===== src/rtl/dma_priority_arbiter_pkg.sv =====
// Shared types for the DMA channel arbiter: channel index, arbiter state encoding
// and the one-hot channel decode helper.
package dma_priority_arbiter_pkg;

  localparam int NUM_CH = 4;

  typedef logic [1:0] chan_t;

  // One-hot encoded to match the timing-control FSM
  typedef enum logic [3:0] {
    ARB_IDLE    = 4'b0001,
    ARB_GRANT   = 4'b0010,
    ARB_SERVICE = 4'b0100,
    ARB_RELEASE = 4'b1000
  } arb_state_t;

  function automatic logic [NUM_CH-1:0] onehot4(input chan_t ch);
    onehot4 = 4'b0001 << ch;
  endfunction

endpackage


===== src/rtl/dma_priority_arbiter_encoder.sv =====
// Combinational priority resolver: fixed 0>1>2>3, or rotating starting one past
// the last serviced channel with 2-bit wrap.
module dma_priority_encoder
  import dma_priority_arbiter_pkg::*;
(
  input  logic [NUM_CH-1:0] pending,
  input  chan_t             lastServ,
  input  logic              rotatingPriority,
  output chan_t             winner,
  output logic              anyReq
);

  chan_t startChan;
  chan_t idx;
  logic  found;

  // Scan channels in priority order from startChan, first pending one wins
  always_comb begin
    winner = 2'd0;
    found  = 1'b0;
    idx    = 2'd0;
    if (rotatingPriority) begin
      startChan = lastServ + 2'd1;
    end else begin
      startChan = 2'd0;
    end
    for (int i = 0; i < NUM_CH; i++) begin
      idx = startChan + chan_t'(i);
      if (!found && pending[idx]) begin
        winner = idx;
        found  = 1'b1;
      end else begin
        found = found;
      end
    end
    anyReq = found;
  end

endmodule


===== src/rtl/dma_priority_arbiter.sv =====
// DMA channel arbiter: conditions DREQ/soft requests, picks a winner, holds the
// grant through the whole service and drives the DACK pins from a register.
module dma_priority_arbiter
  import dma_priority_arbiter_pkg::*;
(
  input  logic              CLK,
  input  logic              RESET_N,
  input  logic [NUM_CH-1:0] DREQ,
  input  logic              dreqSenseLow,
  input  logic              dackSenseHigh,
  input  logic              rotatingPriority,
  input  logic              controllerDisable,
  input  logic [NUM_CH-1:0] maskReg,
  input  logic [NUM_CH-1:0] softReq,
  input  logic              idleCycle,
  input  logic              activeCycle,
  input  logic              serviceDone,
  output logic [NUM_CH-1:0] VALID_DREQ,
  output logic [NUM_CH-1:0] DACK,
  output chan_t             grantChan,
  output logic              grantValid,
  output logic [NUM_CH-1:0] softReqClr
);

  arb_state_t        state;
  arb_state_t        nextState;
  chan_t             nextGrantChan;
  chan_t             lastServ;
  chan_t             winner;
  logic              anyReq;
  logic [NUM_CH-1:0] hwReq;
  logic [NUM_CH-1:0] pending;
  logic [NUM_CH-1:0] dackOneHot;
  logic [NUM_CH-1:0] nextValid;
  logic [NUM_CH-1:0] nextDack;
  logic [NUM_CH-1:0] nextSoftClr;
  logic              nextGrantValid;

  // Software requests bypass the mask
  assign pending = (hwReq & ~maskReg) | softReq;
  assign DACK    = dackOneHot ^ {NUM_CH{~dackSenseHigh}};

  dma_priority_encoder uEncoder (
    .pending          (pending),
    .lastServ         (lastServ),
    .rotatingPriority (rotatingPriority),
    .winner           (winner),
    .anyReq           (anyReq)
  );

  // Next-state decode; outputs are derived from the next state so they can be registered
  always_comb begin
    nextState     = state;
    nextGrantChan = grantChan;
    case (state)
      ARB_IDLE: begin
        if (idleCycle && !controllerDisable && anyReq) begin
          nextState     = ARB_GRANT;
          nextGrantChan = winner;
        end else begin
          nextState = ARB_IDLE;
        end
      end
      ARB_GRANT: begin
        if (serviceDone || !pending[grantChan]) begin
          nextState = ARB_IDLE;
        end else if (activeCycle) begin
          nextState = ARB_SERVICE;
        end else begin
          nextState = ARB_GRANT;
        end
      end
      ARB_SERVICE: begin
        if (serviceDone) begin
          nextState = ARB_RELEASE;
        end else begin
          nextState = ARB_SERVICE;
        end
      end
      ARB_RELEASE: nextState = ARB_IDLE;
      default:     nextState = ARB_IDLE;
    endcase

    nextGrantValid = (nextState == ARB_GRANT) || (nextState == ARB_SERVICE);
    if (nextGrantValid) begin
      nextValid = onehot4(nextGrantChan);
    end else begin
      nextValid = 4'b0000;
    end
    if (nextState == ARB_SERVICE) begin
      nextDack = onehot4(nextGrantChan);
    end else begin
      nextDack = 4'b0000;
    end
    if ((nextState == ARB_RELEASE) && softReq[grantChan]) begin
      nextSoftClr = onehot4(grantChan);
    end else begin
      nextSoftClr = 4'b0000;
    end
  end

  // State, grant and output registers
  always_ff @(posedge CLK or negedge RESET_N) begin
    if (!RESET_N) begin
      state      <= ARB_IDLE;
      grantChan  <= 2'd0;
      grantValid <= 1'b0;
      VALID_DREQ <= 4'b0000;
      dackOneHot <= 4'b0000;
      softReqClr <= 4'b0000;
      hwReq      <= 4'b0000;
      lastServ   <= 2'd3;
    end else begin
      state      <= nextState;
      grantChan  <= nextGrantChan;
      grantValid <= nextGrantValid;
      VALID_DREQ <= nextValid;
      dackOneHot <= nextDack;
      softReqClr <= nextSoftClr;
      hwReq      <= DREQ ^ {NUM_CH{dreqSenseLow}};
      if ((state == ARB_RELEASE) && rotatingPriority) begin
        lastServ <= grantChan;
      end
    end
  end

endmodule

===== config.mk =====
export PLATFORM = sky130hd
export DESIGN_NAME = dma_priority_arbiter
export DESIGN_NICKNAME = d
export VERILOG_FILES = /design/src/rtl/dma_priority_arbiter_pkg.sv /design/src/rtl/dma_priority_arbiter_encoder.sv /design/src/rtl/dma_priority_arbiter.sv
export SDC_FILE = /design/constraint.sdc
export NUM_CORES = 1
export LEC_CHECK = 0
export ABC_CLOCK_PERIOD_IN_PS = 2910
export CORE_UTILIZATION = 54
export DETAILED_ROUTE_END_ITERATION = 12
export GPL_ROUTABILITY_DRIVEN = 0
export HOLD_SLACK_MARGIN = 0.08
export PLACE_DENSITY = 0.85
export SETUP_SLACK_MARGIN = 0.3
export SLEW_MARGIN = 20
export SYNTH_ARGS = -nofsm -noshare
export SYNTH_HDL_FRONTEND = slang
export SYNTH_SLANG_ARGS = --single-unit

===== constraint.sdc =====
create_clock -name CLK -period 2.91 [get_ports CLK]
set_input_delay 0.582 -clock CLK [delete_from_list [all_inputs] [get_ports CLK]]
set_output_delay 0.582 -clock CLK [all_outputs]
set_load 0.01 [all_outputs]

==> metrics, run 1 <==
Peak VDD IR=0.392 mV; Setup TNS Final=0 ps; mean area per synthesized cell=approximately 11 um^2; Routed WL=around 3.7 mm; gr usage total=between 20 and 30%; Vias/cell=between 6 and 7; DIE HEIGHT=56.1 um; initial antenna violation count=0; Tmin final=2480 ps; Setup Skew=about 6.0 ps; critical path fanouts, max=4; DIE AREA=~0.0031 mm^2; Post-synth EDFFs=0; Async SR Flop Fraction=between 90% and 100%; layout cells sized above 1=between 20% and 30%; # clock sinks=25; max cap viols=0; Root Buffer=clkbuf_4; Final #Nets=~200; synth top area cells=dfrtp_1 (35%), dfstp_2 (5.0%), mux4_2 (4.3%); PD cells=between 300 and 400 mW/mm^2; Achievable Freq=a little over 400 MHz; CP Capture Point=DACK[3]; status=finished, final reports clean; hold path start=state[0]; Slew HR=52.8%; number of global-route vias before repair=1351; count leader, synth=dfrtp_1; number of port buffers=35; number of CTS-inserted buffers=3; R2R Setup Slk=670 ps; Slew Viols, Final=0; clk buf depth=2; CP Data Arrival Time=around 1900 ps; later-pin clock latency in the skew report=between 300 and 400 ps; Clock transition at path regs=between 100 and 150 ps; syn_nets=165; Detail Route Antenna Nets=0; RSZ-0062 raised after global routing=no; synthesized flop and latch total=25; Hold Crit Class=register to register; DP HPWL=approximately 2.8 mm; global-route wire length before repair=roughly 6.3 mm; core area=roughly 0.0028 mm^2; IO Pins=36; main flop type after synthesis=dfrtp_1; n_diodes=0; yosys warns=0; Crit Reg-Reg Startpoint=state[2]; register area share after synthesis=39.9%; post-synth top area share=34.9%; Post-route DRC=0; vias=approximately 1400; worst-margin pin slew=about 700 ps; Post-DP Area=0.00194 mm^2; Hold-fix buffers, CTS=0; CP required=2330 ps; post-cts sizing count=0; critical path startpoint=dackSenseHigh; Post-synth top cells=dfrtp_1 (22), nand2_1 (9), nor2_1 (9), nand3_1 (8); postcts setup bufs=0; Fillers=between 200 and 250; Syn Inst Count=between 100 and 150; Pleak=~0.8 nW; FF-to-FF path depth=6; Initial DRT Pass Iterations=4; initial core utilization=57.3%; Setup Viol. Count Final=0; startpoint type of the worst setup path=input port; Die X=about 56 um; Final period util=between 80% and 90%; Post-Syn Area=0.00158 mm^2; Crit. End Element=output pin; largest net degree at the start of global routing=26; H-tree levels=1; GR Overflow Total=0; Final Hold Violating Endpoints=0; std cell rows=19; Cell variety after synth=67; Area growth syn-to-layout=24.6%; final instance area=between 0.0015 and 0.002 mm^2; DRT iter0 DRCs=56; WL per Instance=17.7 um; worst flop-to-flop path endpoint=VALID_DREQ[1]; clock tree from TritonCTS=built; Setup CP Type=input port to output pin; leading area contributor after synthesis=dfrtp_1
cells by family after synthesis:
family	Yosys count	share of synthesized area (%)
AND/OR/NAND/NOR	56	23.3
AO/OA/AOI/OAI	38	22.0
flip-flops	25	39.9
buffers and inverters	10	3.57
XOR/XNOR	9	4.99
multiplexers	6	6.34
critical path: stages:
cell,delay [ps]
clkdlybuf4s50_1,600
xnor2_1,160
clkdlybuf4s50_1,560
stage by stage:
step           hold slack, ps  power, mW  utilization [%]  worst slack, ps  instances
2_1_floorplan             286      0.512                -              795        144
3_3_place_gp              534      0.597             70.3              236        206
3_5_place_dp              540      0.603             70.3              152        206
4_1_cts                   557      0.761             71.4              422        210
5_1_grt                   608      0.794             71.4              313        210
6_report                  559      0.764             71.4              427        210
placed cells by master, fill, tap and decap left out, types with 4 or more instances in the layout:
cell type / netlist / layout
dfrtp_1: 22 / 22
nor3_1: 4 / 4
inv_1: 5 / 5
xnor2_1: 4 / 4
nand2_1: 9 / 9
clkdlybuf4s50_1: 0 / 35
nand3_1: 8 / 8
xor2_1: 5 / 5
o21ai_0: 4 / 4
nor2_1: 9 / 9
state kept, by name (all words and copies together) (netlist names):
register,count
grantValid,1
dackOneHot,4
state,4
softReqClr,4
lastServ,2
grantChan,2
VALID_DREQ,4
hwReq,4
worst min-delay path by stage:
| stage | cells past startpoint | slack, ps | to |
|---|---|---|---|
| after floorplan | 0 | 290 | VALID_DREQ[0] |
| after global placement | 2 | 530 | state[0] |
| after detailed placement | 2 | 540 | state[0] |
| after CTS | 2 | 560 | state[0] |
| after global routing | 2 | 610 | dackOneHot[0] |
| final | 2 | 560 | state[0] |
layout make-up:
class,instances,area [um^2],share of cell area [%]
tap,31,38.8,1.97
clock buffer,3,22.5,1.14
timing repair buffer,36,358,18.2
clock inverter,1,7.51,0.381
multi-input combinational,109,893,45.4
inverter,5,18.8,0.954
sequential,25,629,32.0
power by group:
| part | total [mW] | internal (mW) | switching (mW) |
|---|---|---|---|
| Clock | 0.164 | 0.0527 | 0.111 |
| Sequential | 0.384 | 0.365 | 0.0195 |
| Combinational | 0.216 | 0.106 | 0.110 |
| Total | 0.764 | 0.523 | 0.241 |
per-layer routing:
| metal | share of wire (%) | global-route usage [%] |
|---|---|---|
| met1 | 40 | 34.4 |
| met2 | 48 | 41.0 |
| met3 | 9.4 | 7.44 |
| met4 | 2.1 | 8.71 |
| met5 | 0 | 0 |
Note: power is estimated with default switching activity, not from simulation.
==> run 2: changes to the inputs <==
Settings changed: SLEW_MARGIN 20 to unset.
==> results of run 2 <==
The final DEF is identical to that of run 1; final timing and power are the same.
==> patch 1: new RTL, flow settings as in run 2 <==
Reset style: synchronous (`RESET_N`), changed in one clocked block.
--- a/src/rtl/dma_priority_arbiter.sv
+++ b/src/rtl/dma_priority_arbiter.sv
@@ -102,3 +102,3 @@
   // State, grant and output registers
-  always_ff @(posedge CLK or negedge RESET_N) begin
+  always_ff @(posedge CLK) begin
     if (!RESET_N) begin
Function: differs if RESET_N is asserted again (counterexample within 4 cycles, from zero or initial values and one cycle with RESET_N low); with RESET_N held inactive, the same outputs for 10 cycles.
==> patch 1 against run 2 <==
Sequential cell count is the same; synthesized cell count shrank 4.9%; sequential share of layout area shrank 7.1 points; cell count grew 5.7%; core utilization grew 10 points; routed wire length grew 0.57%; design area grew 2.7%; synthesized area shrank 11%; largest cell class unchanged; global-route usage shrank 0.25 points; total power shrank 1.9%; setup slack lost 0.034 ns; register-to-register slack lost 0.15 ns; critical path type is now input port to register.
==> patch 1: results (changes against run 2) <==
| Metric | Value |
|---|---|
| Outcome | `finished, final reports clean (unchanged)` |
| Placed instance area | `1860 sq um (was 1940 sq um)` |
| Met3 global-route usage | `5.17% (was 7.44%)` |
| Wire length on met1 | `1470 um (was 1490 um)` |
| VDD IR max | `0.447 mV (was 0.392 mV)` |
| Aggregate global-route resource usage | `25.7% (was 25.9%)` |
| Commonest cells in the netlist | `dfxtp_1 (25), nand2_1 (9), nor2_1 (9), nor2b_1 (8) (was dfrtp_1 (22), nand2_1 (9), nor2_1 (9), nand3_1 (8))` |
| Fill cells | `151 (was 202)` |
| R2r setup slk | `0.52 ns (was 0.67 ns)` |
| Total Power | `749 uW (was 764 uW)` |
| Reg-to-reg startpoint | `lastServ[0] (was state[2])` |
| Avg WL per Cell | `16.8 um (was 17.7 um)` |
| Synth top area cells | `dfxtp_1 (36%), mux4_2 (4.8%), mux2i_1 (3.6%) (was dfrtp_1 (35%), dfstp_2 (5.0%), mux4_2 (4.3%))` |
| Hold path start | `grantChan[0] (was state[0])` |
| Vias in the first global route | `1225 (was 1351)` |
| Global Route met2 Usage | `44.7% (was 41.0%)` |
| Crit Path Max Fanout | `9 (was 4)` |
| Post-Syn Nets | `158 (was 165)` |
| CP endpoint | `dackOneHot[0] (was DACK[3])` |
| Router iterations before antenna repair | `7 (was 4)` |
| Final Non-Filler Cells | `222 (was 210)` |
| Worst EP arrival | `2.77 ns (was 1.90 ns)` |
| Fraction of layout cells with a size suffix above 1 | `29.2% (was 20.7%)` |
| Met1 GRT Util | `29.1% (was 34.4%)` |
| First-pass GRT wire length | `5190 um (was 6350 um)` |
| Critical R2R Capture | `dackOneHot[2] (was VALID_DREQ[1])` |
| Setup Skew | `0.0114 ns (was 0.00598 ns)` |
| Post-route cell area | `2020 sq um (was 1970 sq um)` |
| Top routing layer in use | `met4 (unchanged)` |
| Crit path launch | `softReq[0] (was dackSenseHigh)` |
| Post-synth ARST share | `0% (was 100%)` |
| Hpwl dp | `2610 um (was 2850 um)` |
| Flop pwr share | `49.3% (was 50.3%)` |
| Worst Hold Path EP | `softReqClr[1] (was state[0])` |
| Via count | `1323 (was 1355)` |
| Routed wl met2 | `1880 um (was 1790 um)` |
| Netlist cell types | `53 (was 67)` |
| Met3 WL post-DR | `315 um (was 350 um)` |
| Initial drt markers | `82 (was 56)` |
| Worst rel slew slack | `66.6% (was 52.8%)` |
| PnR worst setup slack | `0.393 ns (was 0.427 ns)` |
| Largest net degree at the start of global routing | `16 (was 26)` |
| Reg2Reg Depth | `8 (was 6)` |
| Post-place setup slack | `-0.0764 ns (was 0.152 ns)` |
| Fin Hold WS | `0.637 ns (was 0.559 ns)` |
patch 1: logic make-up (layout without fill, tap and decap cells):
kind of cell    count (synthesis)  count (layout)  synth area share, %
mux                            11              11                 13.5
flops                          25              25                 35.7
compound gates                 19              19                 11.8
buf+inv                         8              63                 2.94
simple gates                   64              64                 29.4
xor+xnor                       10              10                 6.77
patch 1: cell type report:
type	instances	share of cell area (%)
multi-input cells	104	45.2
repair buffers	55	25.8
clock buffers	3	1.11
clock inverters	1	0.371
well taps	30	1.86
flip-flops and latches	25	24.9
inverters	4	0.743
patch 1: worst max-delay path, stage by stage:
cell	delay (ns)
clkdlybuf4s50_1	0.54
nor2b_4	0.08
buf_4	0.14
mux4_1	0.56
or3_1	0.39
o211ai_2	0.10
mux2i_4	0.14
and3_1	0.22
patch 1: what timing repair did:
action / in CTS / in global routing
hold endpoints to repair: 0 / 0
pin swaps: 0 / 3
resized for setup: 1 / 22
setup endpoints to repair: 2 / 11
cloned: 0 / 0
setup buffers: 0 / 7
==> patch 2: new RTL, flow settings as in run 2 <==
Without the edit above. `NUM_CH`: 4 -> 5.
--- a/src/rtl/dma_priority_arbiter_pkg.sv
+++ b/src/rtl/dma_priority_arbiter_pkg.sv
@@ -4,3 +4,3 @@
 
-  localparam int NUM_CH = 4;
+  localparam int NUM_CH = 5;
 
Interface: changed (6 resized); port bits go from 36 to 42. The function was not compared with the original's and may differ.
==> patch 2 against run 2 <==
Routed wire length decreased by 24%; total power decreased by 6.1%; sequential cell count unchanged; global-route usage decreased by 3.2 points; synthesized area decreased by 12%; setup slack about the same; design area decreased by 8.4%; die area decreased by 11%; synthesized cell count decreased by 6.3%; largest cell class unchanged.
==> patch 2: results (changes against run 2) <==
| Metric | Value |
|---|---|
| Initial drt markers | `32 (was 56)` |
| Fraction of layout cells with a size suffix above 1 | `13.4% (was 20.7%)` |
| Placed instance area | `1780 sq um (was 1940 sq um)` |
| Fill cells | `190 (was 202)` |
| PortBufs | `36 (was 35)` |
| Post-Synth XOR/XNOR Area | `5.66% (was 4.99%)` |
| Register area share after synthesis | `45.2% (was 39.9%)` |
| Critical R2R Capture | `VALID_DREQ[3] (was VALID_DREQ[1])` |
| First-pass GRT wire length | `4530 um (was 6350 um)` |
| Mux cell area share after synthesis | `4.67% (was 6.34%)` |
| Non-clk buf share | `20.4% (was 18.2%)` |
| Worst rel slew slack | `57.6% (was 52.8%)` |
| Count of non-CTS inverters in the layout | `8 (was 5)` |
| Synth top area cells | `dfrtp_1 (39%), dfstp_2 (5.7%), xor2_1 (3.1%) (was dfrtp_1 (35%), dfstp_2 (5.0%), mux4_2 (4.3%))` |
| Worst Hold Class | `input port to async pin (was register to register)` |
| Hpwl dp | `2280 um (was 2850 um)` |
| Vias per std cell | `5.61 (was 6.45)` |
| Crit Path Max Fanout | `5 (was 4)` |
| R2r setup slk | `0.93 ns (was 0.67 ns)` |
| Clock buffers | `4 (was 3)` |
| Number of non-clock buffers | `37 (was 36)` |
| Commonest cells in the netlist | `dfrtp_1 (22), nor2_1 (9), nand2_1 (8), inv_1 (7) (was dfrtp_1 (22), nand2_1 (9), nor2_1 (9), nand3_1 (8))` |
| Multi-input gates | `98 (was 109)` |
| Outcome | `finished, final reports clean (unchanged)` |
| Setup Skew | `0.0102 ns (was 0.00598 ns)` |
| CP endpoint | `DACK[2] (was DACK[3])` |
| Tap Cells | `30 (was 31)` |
| Aggregate global-route resource usage | `22.8% (was 25.9%)` |
[patch 2: through the flow]
stage | utilization, % | worst slack, ns | hold slack [ns] | instances
finish | 73.4 | 0.427 | 0.606 | 202
detailed placement | 72.4 | 0.246 | 0.596 | 198
floorplan | - | 0.966 | 0.286 | 136
global route | 73.4 | 0.354 | 0.650 | 202
global placement | 72.4 | 0.333 | 0.615 | 198
CTS | 73.4 | 0.412 | 0.626 | 202
[patch 2: worst min path at each step]
stage                         end  slack, ns  cells after the start
global route        VALID_DREQ[3]       0.65                      2
global placement         state[0]       0.62                      1
CTS                 softReqClr[1]       0.63                      2
floorplan           VALID_DREQ[0]       0.29                      0
finish              softReqClr[1]       0.61                      2
detailed placement       state[0]       0.60                      1
[patch 2: cells by family after synthesis]
logic type | Yosys count
xor+xnor | 9
other cells | 1
simple gates | 54
mux | 5
compound gates | 28
flops | 25
buf+inv | 13
[patch 2: layer usage]
metal	global-route usage (%)	part of all wire, %	up-vias
li1	-	-	556
met1	27.4	41	530
met2	41.8	53	44
met3	3.19	5.4	4
met4	6.14	1.1	0
met5	0	0	-
[patch 2: worst max-delay path: cells and delay by family]
kind,cells,cell delay [ns]
buf+inv,2,1.16
xor+xnor,1,0.15
[patch 2: power by group through the flow]
| stage | clock (mW) | combinational, mW | sequential [mW] |
|---|---|---|---|
| 2_1_floorplan | 0 | 0.101 | 0.385 |
| 3_3_place_gp | 0 | 0.170 | 0.398 |
| 3_5_place_dp | 0 | 0.175 | 0.398 |
| 4_1_cts | 0.152 | 0.176 | 0.392 |
| 5_1_grt | 0.169 | 0.191 | 0.395 |
| 6_report | 0.151 | 0.174 | 0.392 |
